<file path="src/rtl/mmio_pkg.sv">
// Shared definitions for the MMIO router: FSM encoding and the default peripheral address map.
package mmio_pkg;

    localparam logic [1:0] IDLE   = 2'd0;
    localparam logic [1:0] ACCESS = 2'd1;
    localparam logic [1:0] DONE   = 2'd2;

    typedef enum logic [1:0] {
        StIdle   = IDLE,
        StAccess = ACCESS,
        StDone   = DONE
    } state_e;

    // Data memory is the catch-all region, so it carries a zero mask and never hits by decode.
    localparam logic [31:0] DMEM_BASE   = 32'h0000_0000;
    localparam logic [31:0] DMEM_MASK   = 32'h0000_0000;
    localparam logic [31:0] VGA_BASE    = 32'h1081_0000;
    localparam logic [31:0] VGA_DATA    = 32'h1081_0004;
    localparam logic [31:0] VGA_MASK    = 32'hFFFF_FFF8;
    localparam logic [31:0] SEG7_BASE   = 32'h1001_0000;
    localparam logic [31:0] SEG7_MASK   = 32'hFFFF_FFF0;
    localparam logic [31:0] SWITCH_BASE = 32'h1001_0010;
    localparam logic [31:0] SWITCH_MASK = 32'hFFFF_FFFC;

endpackage

</file>
<file path="src/rtl/mmio_if.sv">
// CPU data-port bus: request, strobes, address/data, and the registered completion path.
interface mmio_if #(
    parameter int unsigned ADDR_W = 32,
    parameter int unsigned DATA_W = 32
) ();

    logic              m_cs;
    logic              m_we;
    logic              m_re;
    logic [ADDR_W-1:0] m_addr;
    logic [DATA_W-1:0] m_wdata;
    logic [DATA_W-1:0] m_rdata;
    logic              m_ready;

    modport master (
        output m_cs, m_we, m_re, m_addr, m_wdata,
        input  m_rdata, m_ready
    );

    modport slave (
        input  m_cs, m_we, m_re, m_addr, m_wdata,
        output m_rdata, m_ready
    );

endinterface

</file>
<file path="src/rtl/mmio_decode.sv">
// Combinational base/mask priority matcher; returns the lowest hitting slot or the default slot.
module mmio_decode #(
    parameter int unsigned                  N_SLAVES      = 4,
    parameter int unsigned                  ADDR_W        = 32,
    parameter logic [N_SLAVES*ADDR_W-1:0]   BASE          = '0,
    parameter logic [N_SLAVES*ADDR_W-1:0]   MASK          = '0,
    parameter int unsigned                  DEFAULT_SLAVE = 0
) (
    input  logic [ADDR_W-1:0]           addr,
    output logic [$clog2(N_SLAVES)-1:0] sel
);

    localparam int unsigned SEL_W = $clog2(N_SLAVES);

    // Scan from the top down so the lowest matching index is the one that sticks.
    always_comb begin
        sel = SEL_W'(DEFAULT_SLAVE);
        for (int i = int'(N_SLAVES) - 1; i >= 0; i--) begin
            if (i != int'(DEFAULT_SLAVE) &&
                MASK[i*ADDR_W +: ADDR_W] != '0 &&
                (addr & MASK[i*ADDR_W +: ADDR_W]) == BASE[i*ADDR_W +: ADDR_W]) begin
                sel = SEL_W'(i);
            end
        end
    end

endmodule

</file>
<file path="src/rtl/mmio_router.sv">
// Routes CPU accesses to one of N_SLAVES peripherals with a ready handshake, bounded wait
// states and a sticky timeout error record.
module mmio_router
    import mmio_pkg::*;
#(
    parameter int unsigned                N_SLAVES      = 4,
    parameter int unsigned                ADDR_W        = 32,
    parameter int unsigned                DATA_W        = 32,
    parameter logic [N_SLAVES*ADDR_W-1:0] BASE          = {32'h0, SEG7_BASE, VGA_BASE, DMEM_BASE},
    parameter logic [N_SLAVES*ADDR_W-1:0] MASK          = {32'h0, SEG7_MASK, VGA_MASK, DMEM_MASK},
    parameter int unsigned                DEFAULT_SLAVE = 0,
    parameter int unsigned                TIMEOUT       = 15
) (
    input  logic                       clk,
    input  logic                       rst_n,
    mmio_if.slave                      cpu,
    output logic [N_SLAVES-1:0]        s_cs,
    output logic                       s_we,
    output logic                       s_re,
    output logic [ADDR_W-1:0]          s_addr,
    output logic [DATA_W-1:0]          s_wdata,
    input  logic [N_SLAVES*DATA_W-1:0] s_rdata,
    input  logic [N_SLAVES-1:0]        s_ready,
    output logic                       err,
    output logic [ADDR_W-1:0]          err_addr,
    input  logic                       err_clr
);

    localparam int unsigned SEL_W = $clog2(N_SLAVES);
    localparam int unsigned CNT_W = $clog2(TIMEOUT + 1);

    state_e             state;
    logic [SEL_W-1:0]   sel;
    logic [SEL_W-1:0]   dec_sel;
    logic [CNT_W-1:0]   cnt;
    logic [DATA_W-1:0]  rdata_q;
    logic               ready_q;
    logic               req;
    logic               rdy;
    logic               cnt_max;
    logic               timeout_hit;
    logic [DATA_W-1:0]  rdata_sel;

    mmio_decode #(
        .N_SLAVES      (N_SLAVES),
        .ADDR_W        (ADDR_W),
        .BASE          (BASE),
        .MASK          (MASK),
        .DEFAULT_SLAVE (DEFAULT_SLAVE)
    ) u_decode (
        .addr (cpu.m_addr),
        .sel  (dec_sel)
    );

    assign req         = cpu.m_cs & (cpu.m_we | cpu.m_re);
    assign rdy         = s_ready[sel];
    assign rdata_sel   = s_rdata[sel*DATA_W +: DATA_W];
    assign cnt_max     = (cnt == CNT_W'(TIMEOUT));
    assign timeout_hit = (state == StAccess) && !rdy && cnt_max;

    assign cpu.m_rdata = rdata_q;
    assign cpu.m_ready = ready_q;

    always_ff @(posedge clk or negedge rst_n) begin
        if (!rst_n) begin
            state    <= StIdle;
            sel      <= '0;
            cnt      <= '0;
            s_cs     <= '0;
            s_we     <= 1'b0;
            s_re     <= 1'b0;
            s_addr   <= '0;
            s_wdata  <= '0;
            rdata_q  <= '0;
            ready_q  <= 1'b0;
            err      <= 1'b0;
            err_addr <= '0;
        end else begin
            ready_q <= 1'b0;
            case (state)
                StIdle: begin
                    if (req) begin
                        sel     <= dec_sel;
                        s_cs    <= N_SLAVES'(1) << dec_sel;
                        s_we    <= cpu.m_we;
                        // A combined strobe is treated as a pure write.
                        s_re    <= cpu.m_re & ~cpu.m_we;
                        s_addr  <= cpu.m_addr;
                        s_wdata <= cpu.m_wdata;
                        cnt     <= '0;
                        state   <= StAccess;
                    end
                end
                StAccess: begin
                    if (rdy) begin
                        if (s_re) begin
                            rdata_q <= rdata_sel;
                        end
                        s_cs    <= '0;
                        ready_q <= 1'b1;
                        state   <= StDone;
                    end else if (cnt_max) begin
                        rdata_q <= '0;
                        s_cs    <= '0;
                        ready_q <= 1'b1;
                        state   <= StDone;
                    end else begin
                        cnt <= cnt + 1'b1;
                    end
                end
                StDone: begin
                    state <= StIdle;
                end
                default: begin
                    state <= StIdle;
                end
            endcase

            // A fresh timeout takes priority over a coincident clear.
            if (timeout_hit && (!err || err_clr)) begin
                err      <= 1'b1;
                err_addr <= s_addr;
            end else if (err_clr) begin
                err      <= 1'b0;
                err_addr <= '0;
            end
        end
    end

endmodule

</file>
<file path="src/flat_wrapper.sv">
// flat-port wrapper written by rule: the top's interface ports become plain ports
module mmio_router_flat import mmio_pkg::*;
#(
    parameter int unsigned                N_SLAVES      = 4,
    parameter int unsigned                ADDR_W        = 32,
    parameter int unsigned                DATA_W        = 32,
    parameter logic [N_SLAVES*ADDR_W-1:0] BASE          = {32'h0, SEG7_BASE, VGA_BASE, DMEM_BASE},
    parameter logic [N_SLAVES*ADDR_W-1:0] MASK          = {32'h0, SEG7_MASK, VGA_MASK, DMEM_MASK},
    parameter int unsigned                DEFAULT_SLAVE = 0,
    parameter int unsigned                TIMEOUT       = 15
)
  (clk, rst_n, s_cs, s_we, s_re, s_addr, s_wdata, s_rdata, s_ready, err, err_addr, err_clr, cpu_m_cs, cpu_m_we, cpu_m_re, cpu_m_addr, cpu_m_wdata, cpu_m_rdata, cpu_m_ready);
  mmio_if #(.ADDR_W(ADDR_W), .DATA_W(DATA_W)) cpu_i ();
  input  logic clk;
  input  logic rst_n;
  output logic [N_SLAVES-1:0] s_cs;
  output logic s_we;
  output logic s_re;
  output logic [ADDR_W-1:0] s_addr;
  output logic [DATA_W-1:0] s_wdata;
  input  logic [N_SLAVES*DATA_W-1:0] s_rdata;
  input  logic [N_SLAVES-1:0] s_ready;
  output logic err;
  output logic [ADDR_W-1:0] err_addr;
  input  logic err_clr;
  input wire logic [$bits(cpu_i.m_cs)-1:0] cpu_m_cs;
  input wire logic [$bits(cpu_i.m_we)-1:0] cpu_m_we;
  input wire logic [$bits(cpu_i.m_re)-1:0] cpu_m_re;
  input wire logic [$bits(cpu_i.m_addr)-1:0] cpu_m_addr;
  input wire logic [$bits(cpu_i.m_wdata)-1:0] cpu_m_wdata;
  output wire logic [$bits(cpu_i.m_rdata)-1:0] cpu_m_rdata;
  output wire logic [$bits(cpu_i.m_ready)-1:0] cpu_m_ready;
  assign cpu_i.m_cs = cpu_m_cs;
  assign cpu_i.m_we = cpu_m_we;
  assign cpu_i.m_re = cpu_m_re;
  assign cpu_i.m_addr = cpu_m_addr;
  assign cpu_i.m_wdata = cpu_m_wdata;
  assign cpu_m_rdata = cpu_i.m_rdata;
  assign cpu_m_ready = cpu_i.m_ready;
  mmio_router #(.N_SLAVES(N_SLAVES), .ADDR_W(ADDR_W), .DATA_W(DATA_W), .BASE(BASE), .MASK(MASK), .DEFAULT_SLAVE(DEFAULT_SLAVE), .TIMEOUT(TIMEOUT)) u_core (.clk(clk), .rst_n(rst_n), .cpu(cpu_i), .s_cs(s_cs), .s_we(s_we), .s_re(s_re), .s_addr(s_addr), .s_wdata(s_wdata), .s_rdata(s_rdata), .s_ready(s_ready), .err(err), .err_addr(err_addr), .err_clr(err_clr));
endmodule
</file>
<file path="config.mk">
export PLATFORM = sky130hd
export DESIGN_NAME = mmio_router_flat
export DESIGN_NICKNAME = d
export VERILOG_FILES = /design/src/rtl/mmio_pkg.sv /design/src/rtl/mmio_if.sv /design/src/rtl/mmio_decode.sv /design/src/rtl/mmio_router.sv /design/src/flat_wrapper.sv
export SDC_FILE = /design/constraint.sdc
export NUM_CORES = 1
export LEC_CHECK = 0
export ABC_CLOCK_PERIOD_IN_PS = 2000
export BUFFER_PORTS_ARGS = -buffer_cell sky130_fd_sc_hd__buf_2
export CAP_MARGIN = 0
export CELL_PAD_IN_SITES_DETAIL_PLACEMENT = 1
export CELL_PAD_IN_SITES_GLOBAL_PLACEMENT = 1
export CORE_ASPECT_RATIO = 0.9
export CORE_MARGIN = 2
export CORE_UTILIZATION = 31
export CTS_CLUSTER_DIAMETER = 40
export DETAILED_ROUTE_END_ITERATION = 10
export GPL_TIMING_DRIVEN = 0
export PLACE_DENSITY = 0.75
export SLEW_MARGIN = 20
export SYNTH_ARGS = -nofsm -noshare
export SYNTH_HDL_FRONTEND = slang
export SYNTH_SLANG_ARGS = --single-unit
</file>
<file path="constraint.sdc">
create_clock -name clk -period 2 [get_ports clk]
set_input_delay 0.2 -clock clk [delete_from_list [all_inputs] [get_ports clk]]
set_output_delay 0.2 -clock clk [all_outputs]
set_load 0.05 [all_outputs]
</file>
# [Yosys cells after proc, flatten, opt, wreduce, memory -nomap -nowiden]
# Index checks and enable logic that the tools add are counted.
[classes] n_bitwise=4 n_eq_ne=9 reduce_logical=15 shift=2 n_lt_le_gt_ge=1 addsub=1 mux=26
[ops] cell="$mux W32" count=5
[ops] cell="$shiftx A128 B8 Y32" count=1
[ops] cell="$eq A29 B26 Y1 const B" count=1
[ops] cell="$eq A28 B25 Y1 const B" count=1
[ops] cell="$mux W4" count=6
[ops] cell="$pmux W4 S2" count=2
[ops] cell="$mux W2" count=5
[ops] cell="$mux W1" count=6
[ops] cell="$reduce_and A3 Y1" count=2
[ops] cell="$reduce_bool A2 Y1" count=3
[ops] cell="$add A4 B1 Y4 const B" count=1
[ops] cell="$eq A4 B4 Y1 const B" count=1
[ops] cell="$ne A2 B1 Y1 const B" count=2
[ops] cell="$ne A2 B2 Y1 const B" count=2
[ops] cell="$pmux W2 S2" count=1
[ops] cell="$reduce_and A2 Y1" count=2
[ops] cell="$reduce_and A4 Y1" count=1
[ops] cell="$shl A1 B2 Y4 const A" count=1
[ops] cell="$logic_and A1 B1 Y1" count=3
[ops] cell="$lt A2 B3 Y1 const B" count=1
[ops] cell="$ne A3 B1 Y1 const B" count=1
[ops] cell="$and A1 B1 Y1" count=2
[ops] cell="$bmux W1 S2" count=1
[ops] cell="$eq A2 B1 Y1 const B" count=1
[ops] cell="other kinds (5)" count=6
[totals] elab_cells=70 inputBits=202 out_inout_bits=136 register_bits=144

# [Logic depth before layout (Yosys ltp)]
# Gate-level depths: netlist of run 1.
[logic_depth] word_depth=7 depth_mapped=6 depth_no_buf=5

# [Hierarchy]
# Synthesis of run 1 repeated with hierarchy kept, for this count alone.
[hier_totals] hier_cells=544 hier_area_um2=6914.1
[by_module_without_submodules] mod="mmio_router" cells_each=532 instances=1 area_per_inst_um2=6811.5 seq_area_each_um2=3603.5
[by_module_without_submodules] mod="mmio_decode" cells_each=12 instances=1 area_per_inst_um2=102.6 seq_area_each_um2=0.0

# [Worst setup path before layout of run 1]
# OpenSTA, ideal clock, no wires.
[synth_timing] kind="register to register" from="reg u_core.sel[0]" to="reg u_core.rdata_q[10], in the netlist u_core.cpu.m_rdata[10]" synth_period_minus_slack_ps=1925 path_stages_with_launch=7 n_path_buf=2 slack_ps=75 setup_time_ps=121 required_time_ps=1879 arrival_ps=1804 path_cell_list="dfrtp_1 buf_2 mux4_2 mux2_2 nand2_1 buf_4 a22o_1"
[synth_via] elab_chain_cells=4 word_cells_on_any_way=8 cone_classes="eq/ne: 1; shift: 1; mux: 4; reduce/logical: 2"
[synth_lines] item="start, declared" line_no="mmio_router.sv:33" source="logic [SEL_W-1:0] sel;"
[synth_lines] item="start signal, assigned" line_no="mmio_router.sv:83" source="sel <= dec_sel;"
[synth_lines] item="parallel branches: the longest is 4 deep, another holds $shiftx A128 B8 Y32"
[synth_lines] item="end signal, assigned" line_no="mmio_router.sv:97" source="rdata_q <= rdata_sel;"
[synth_lines] item="end, declared" line_no="mmio_router.sv:36" source="logic [DATA_W-1:0] rdata_q;"
# Several ways; the timed one is not identified. The select of a mux whose other input is x is not followed.
# A chain may end at the register's enable or synchronous reset.

# [Worst setup path after layout of run 1]
[layout_timing] from="reg u_core.sel[0]" to="reg u_core.rdata_q[19], in the netlist u_core.cpu.m_rdata[19]"
# The elaborated chain is that of the path after synthesis.

==> results of run 1 <==
## where the power goes
part           leakage (uW)  internal (uW)  switching, uW  total (uW)
combinational       0.00249           1500           3850        5360
clock              0.000251           1640           1330        2970
sequential          0.00181           3740            510        4250
total               0.00455           6880           5690       12600
## cell type report
| class | instances | share of cell area, % |
|---|---|---|
| clock buffers | 19 | 4.73 |
| flip-flops and latches | 144 | 38.5 |
| repair buffers | 367 | 21.7 |
| inverters | 3 | 0.120 |
| multi-input cells | 283 | 28.2 |
| clock inverters | 13 | 1.12 |
| well taps | 255 | 3.41 |
| plain buffers | 28 | 2.27 |
## metrics by stage
step / util [%] / power (uW) / std cells / setup WS [ns]
2_1_floorplan: - / 8030 / 463 / 0.0749
3_3_place_gp: 41.7 / 9440 / 1055 / -1.43
3_5_place_dp: 41.9 / 9570 / 1056 / -0.552
4_1_cts: 46.3 / 12600 / 1111 / -0.0151
5_1_grt: 46.7 / 13100 / 1112 / -0.0200
6_report: 46.7 / 12600 / 1112 / 0.0445
## cell usage after synthesis (all sizes together)
master,instances
a2111oi,1
a21o,1
a22o,32
a31oi,1
and3,4
and4,1
and4b,1
buf,10
clkbuf,23
dfrtp,144
ha,1
inv,3
mux2,66
mux4,33
nand2,38
nand2b,34
nand3,9
nand4b,1
nor2,2
nor2b,2
nor3,1
nor3b,1
nor4,6
nor4b,1
o211ai,1
o21ai,39
o21bai,1
o2bb2ai,1
o31ai,2
or2,1
or3,2
## flip-flops by register name, summed over array words and instances, names as in the netlist
name and count:
u_core.cpu.m_ready 1, u_core.s_cs 4, u_core.cpu.m_rdata 32, u_core.err_addr 32, u_core.s_we 1, u_core.s_wdata 32, u_core.state 2, u_core.s_re 1
u_core.s_addr 32, u_core.err 1, u_core.sel 2, u_core.cnt 4
## kinds of logic (layout without fill, tap and decap cells)
kind of cell,after synthesis,count (layout)
buffers and inverters,36,430
and+or+nand+nor,104,104
AOI/OAI and AO/OA,79,79
adders and majority gates,1,1
DFF,144,144
muxes,99,99
## worst min path at each step
stage	from	to	slack [ns]
finish	cpu_m_wdata[16]	u_core.s_wdata[16]	0.02
detailed placement	rst_n	u_core.s_addr[22]	0.14
global route	cpu_m_wdata[11]	u_core.s_wdata[11]	0.001
global placement	cpu_m_wdata[25]	u_core.s_wdata[25]	0.43
CTS	cpu_m_wdata[16]	u_core.s_wdata[16]	0.0004
floorplan	rst_n	u_core.cnt[0]	-0.1
## worst reg2reg max path, cell delays in order (launching register included)
cell and delay (ns):
dfrtp_1 0.34, buf_6 0.11, mux4_2 0.61, mux2_4 0.28, nand2_8 0.08, buf_6 0.19, a22o_1 0.23
## per-layer routing
metal	up-vias	GRT usage, %	share of wire [%]
met5	-	0	0
met2	198	34.4	51
met4	0	5.65	1.9
li1	2474	-	-
met3	25	5.73	6.4
met1	2752	24.0	41
## timing repair
item,in CTS,in global routing
pin swaps,1,16
endpoints found under the setup margin,86,123
resized for setup,30,23
setup buffers,5,2
endpoints found under the hold margin,72,0
gates cloned,1,1
hold buffers,20,0
==> impl_metrics.json, run 1 <==
{
  "finClkSkew_ns": 0.0132,
  "cts_sinks": 144,
  "drt-initial-drc-count": 135,
  "worstPathRequired_ns": 2.30,
  "cp.depth": 6,
  "rsz0062_at_grt": "true",
  "viasPerCell": 4.90,
  "n_fill_cell": 2257,
  "gp_congestion": 0.803,
  "num_io_pins": 338,
  "syn2layout_area_growth_pct": 47.2,
  "cts_max_level": 4,
  "placementRows": 49,
  "final_common_cell": "buf_2",
  "drive_above_1_share_pct": 59.0,
  "critical_path_class": "flip-flop to flip-flop",
  "r2r-end": "u_core.cpu.m_rdata[19]",
  "crit_end": "u_core.cpu.m_rdata[19]",
  "critPathMaxFanout": 10,
  "synth_fa_ha_area_share_pct": 0.197,
  "first_pass_iters": 4,
  "ant_nets": 0,
  "worst-path-buf-inv": 2,
  "grt_max_degree": 92,
  "peakVddDrop_mv": 0.892,
  "coreArea_um2": 20000,
  "synth_top_family_by_area": "multiplexers",
  "design_area_um2": 9360,
  "ys_seq_elements": 144,
  "synth_top_cell_by_area": "dfrtp_1",
  "max_freq_mhz": 511,
  "yosysUniqueCellTypes": 35,
  "grt_pass1_wl_um": 33100,
  "dpl_cell_area_um2": 8400,
  "final_cell_mix": "buf_2 (336), dfrtp_1 (143), mux2_2 (65)",
  "clock_path_buffers": 2,
  "initial_core_util_pct": 31.7,
  "slew_headroom_pct": 43.6,
  "die_y_um": 140,
  "hold-worst-slack_ns": 0.0154,
  "critical-path-top-delay-family": "multiplexers",
  "clk_pin_slew_ns": 0.06,
  "synthCells": 463,
  "dieArea_um2": 21700,
  "crit_path_start_kind": "flip-flop",
  "tightest_slew_ns": 0.843,
  "path_common_cell": "buf_6",
  "path_cells": "buf_6 -> mux4_2 -> mux2_4 -> nand2_8 -> buf_6 -> a22o_1",
  "clock-root-buffer": "clkbuf_16",
  "multiInputGateArea_um2": 2640,
  "endpoint_kind": "flip-flop",
  "die_x_um": 155,
  "post_drt_wl_per_cell_um": 19.3,
  "worstHoldPathType": "primary input to flip-flop",
  "hold_depth": 2,
  "synthXorXnorAreaFrac_pct": 0,
  "cts_tree": "done",
  "yosys_warnings": 0,
  "insertion_delay_ns": 0.42,
  "grtUsageTotal_pct": 19.8,
  "fin_crit_sh_pct": 97.8,
  "outcome": "finished clean",
  "crit_start": "u_core.sel[0]",
  "hold_viol_final": 0,
  "arrival_ns": 2.25,
  "reg2reg_slack_ns": 0.04,
  "reg2regPathDepth": 6,
  "grt_pass1_vias": 6014,
  "finalSetupTns_ns": 0,
  "synth_area_per_cell_um2": 13.7,
  "drt-total-wl_um": 21500,
  "synthesis.nets": 666,
  "regToRegStartpoint": "u_core.sel[0]",
  "synth_mux_area_share_pct": 23.4,
  "dp_hpwl_um": 16200,
  "ys_seq_area_share_pct": 56.7,
  "n_antenna_cell": 0,
  "leakagePower_uw": 0.00455,
  "overflow": 0,
  "synth_compound_area_share_pct": 8.44,
  "fin_crit_ns": 1.96,
  "drcViolationCount": 0,
  "synth_top_area_share_pct": 56.7,
  "vias": 5449,
  "cp_slowest_stage_delay_ns": 0.61,
  "cts_buffers": 17,
  "synthTopCellsByArea": "dfrtp_1 (57%), mux2_2 (12%), mux4_2 (12%), a22o_1 (4.4%), nand2b_1 (3.3%)",
  "synth-simple-area-share_pct": 8.89,
  "syn_area_um2": 6360,
  "setup_viol": 0,
  "maxCapViolations": 0,
  "grt_antenna_before_repair": 1,
  "crit_path_top_delay_cell": "mux4_2",
  "p_per_area_nw_per_um2": 1340,
  "fin_nets": 1047,
  "drv_slew": 0,
  "io_buffer_count": 337,
  "seq_area_um2": 3600
}
No activity file was read; power rests on OpenSTA's default activity.
==> run 2, diff against run 1 <==
--- a/config.mk
+++ b/config.mk
@@ -5,18 +5,18 @@
 export SDC_FILE = /design/constraint.sdc
 export NUM_CORES = 1
 export LEC_CHECK = 0
-export ABC_CLOCK_PERIOD_IN_PS = 2000
+export ABC_CLOCK_PERIOD_IN_PS = 2040
 export BUFFER_PORTS_ARGS = -buffer_cell sky130_fd_sc_hd__buf_2
 export CAP_MARGIN = 0
 export CELL_PAD_IN_SITES_DETAIL_PLACEMENT = 1
 export CELL_PAD_IN_SITES_GLOBAL_PLACEMENT = 1
 export CORE_ASPECT_RATIO = 0.9
 export CORE_MARGIN = 2
-export CORE_UTILIZATION = 31
+export CORE_UTILIZATION = 34
 export CTS_CLUSTER_DIAMETER = 40
 export DETAILED_ROUTE_END_ITERATION = 10
 export GPL_TIMING_DRIVEN = 0
-export PLACE_DENSITY = 0.75
+export PLACE_DENSITY = 0.78
 export SLEW_MARGIN = 20
 export SYNTH_ARGS = -nofsm -noshare
 export SYNTH_HDL_FRONTEND = slang
==> constraint.sdc (replaced) <==
create_clock -name clk -period 2.04 [get_ports clk]
set_input_delay 0.204 -clock clk [delete_from_list [all_inputs] [get_ports clk]]
set_output_delay 0.204 -clock clk [all_outputs]
set_load 0.05 [all_outputs]
==> run 2 against run 1 <==
Flip-flop and latch count unchanged. Sequential power is 2% lower. Via count decreased by 0.24%. Fmax is 0.22% lower. Critical endpoint is now u_core.cpu.m_rdata[21]. Largest cell class unchanged. Highest routed layer unchanged.
==> impl_metrics.json, run 2 (synthesis gave the netlist of run 1 again) <==
{
  "hold-worst-slack_ns": 0.0179,
  "leakagePower_uw": 0.00455,
  "crit_path_start_kind": "flip-flop",
  "viasPerCell": 4.93,
  "ant_nets": 0,
  "cts_tree": "done",
  "drcViolationCount": 0,
  "clock-root-buffer": "clkbuf_16",
  "p_total_uw": 12500,
  "use_met2_pct": 40.5,
  "clk_pin_slew_ns": 0.06,
  "final_core_util_pct": 50.7,
  "grtUsageTotal_pct": 23.2,
  "placed_cells": 1046,
  "vias": 5436,
  "fin_crit_ns": 1.96,
  "grt_pass1_wl_um": 35000,
  "worstHoldPathType": "primary input to flip-flop",
  "hp-start": "cpu_m_wdata[5]",
  "dp_hpwl_um": 17200,
  "outcome": "finished clean",
  "critical_path_class": "flip-flop to flip-flop",
  "placementRows": 47,
  "die_x_um": 148,
  "grt_use_met3_pct": 5.99,
  "cts_sinks": 144,
  "io_buffer_count": 337,
  "critPathMaxFanout": 10,
  "die_y_um": 134,
  "slew_headroom_pct": 39.0,
  "tightest_slew_ns": 0.911,
  "drive_above_1_share_pct": 58.7,
  "cts_max_level": 4,
  "maxCapViolations": 0,
  "setup_viol": 0,
  "syn2layout_area_growth_pct": 46.3,
  "top_usage_layer": "met2",
  "clock_path_buffers": 2,
  "insertion_delay_ns": 0.42,
  "worstPathRequired_ns": 2.34,
  "drv_slew": 0,
  "first_pass_iters": 4,
  "final_common_cell": "buf_2",
  "crit_start": "u_core.sel[0]",
  "final_cell_mix": "buf_2 (337), dfrtp_1 (144), mux2_2 (66)",
  "layoutNonFillerInstCount": 1102,
  "gp_congestion": 0.805,
  "endpoint_kind": "flip-flop",
  "regToRegStartpoint": "u_core.sel[0]",
  "grt_max_degree": 78,
  "hold_viol_final": 0,
  "p_per_area_nw_per_um2": 1340,
  "drt-initial-drc-count": 155,
  "fin_crit_sh_pct": 96.1,
  "peakVddDrop_mv": 0.735,
  "initial_core_util_pct": 34.7,
  "fin_nets": 1044,
  "grt_pass1_vias": 6114,
  "rsz0062_at_grt": "true",
  "coreArea_um2": 18300,
  "cts_buffers": 17,
  "drt-total-wl_um": 22500,
  "arrival_ns": 2.26,
  "post_drt_wl_per_cell_um": 20.4,
  "max_freq_mhz": 510,
  "finClkSkew_ns": 0.00994,
  "overflow": 0,
  "n_fill_cell": 2075,
  "dieArea_um2": 19800,
  "num_io_pins": 338,
  "grt_antenna_before_repair": 3,
  "use_met1_pct": 27.4
}
-- run 2: cell count changes in the layout (fill, tap and decap cells not counted), moves of 2 or more --
cell | previous run | this run
bufinv_16 | 0 | 2
clkbuf_1 | 8 | 10
clkbuf_4 | 2 | 0
clkinv_4 | 1 | 4
clkinvlp_4 | 6 | 2
diode_2 | 0 | 3
dlygate4sd3_1 | 20 | 17
-- run 2: what timing repair did --
item	in CTS	in global routing
hold buffers	16	1
hold endpoints to repair	82	1
pin swaps	1	1
setup buffers	3	4
setup endpoints to repair	79	93
gates resized for setup	29	10
-- run 2: per-stage QoR --
| stage | setup WS, ns | area (um2) | TNS (ns) |
|---|---|---|---|
| floorplan | 0.115 | 6360 | 0 |
| global placement | -1.41 | 8350 | -230.17 |
| detailed placement | -0.471 | 8390 | -32.74 |
| CTS | 0.00391 | 9240 | 0 |
| global route | -0.00227 | 9310 | -0.00227 |
| finish | 0.0802 | 9310 | 0 |
-- run 2: worst paths after layout --
path	to	slack, ns	cells after the start
setup / recovery	u_core.cpu.m_rdata[21]	0.08	6
hold / removal	u_core.s_wdata[5]	0.02	2
setup reg to reg	u_core.cpu.m_rdata[21]	0.08	6
hold reg to reg	u_core.s_wdata[20]	0.50	1
max in group asynchronous	u_core.s_wdata[22]	0.95	3
min in group asynchronous	u_core.cpu.m_rdata[23]	0.32	2
-- run 2: cell type report --
cell class / instances / area (um2) / area share (%)
Sequential cell: 144 / 3600 / 38.7
Buffer: 30 / 219 / 2.35
Tap cell: 245 / 307 / 3.29
Timing Repair Buffer: 362 / 1950 / 21.0
Inverter: 3 / 11.3 / 0.121
Antenna cell: 3 / 7.51 / 0.0807
Multi-Input combinational cell: 283 / 2610 / 28.1
Clock inverter: 14 / 155 / 1.67
Clock buffer: 18 / 439 / 4.72
-- run 2: power by group --
| group | internal, uW | switching (uW) | total (uW) |
|---|---|---|---|
| Combinational | 1440 | 3730 | 5170 |
| Clock | 1850 | 1300 | 3150 |
| Sequential | 3660 | 506 | 4170 |
| Total | 6950 | 5540 | 12500 |
-- run 2: worst max-delay path: stages (launching register included) --
cell and delay (ns):
dfrtp_1 0.34, buf_6 0.11, mux4_2 0.58, mux2_2 0.27
nand2_2 0.11, buf_6 0.19, a22o_1 0.23
-- run 2: routing by layer --
layer,vias up,routed length (um)
li1,2471,-
met1,2716,8830
met2,214,11600
met3,35,1420
met4,0,601
met5,-,0
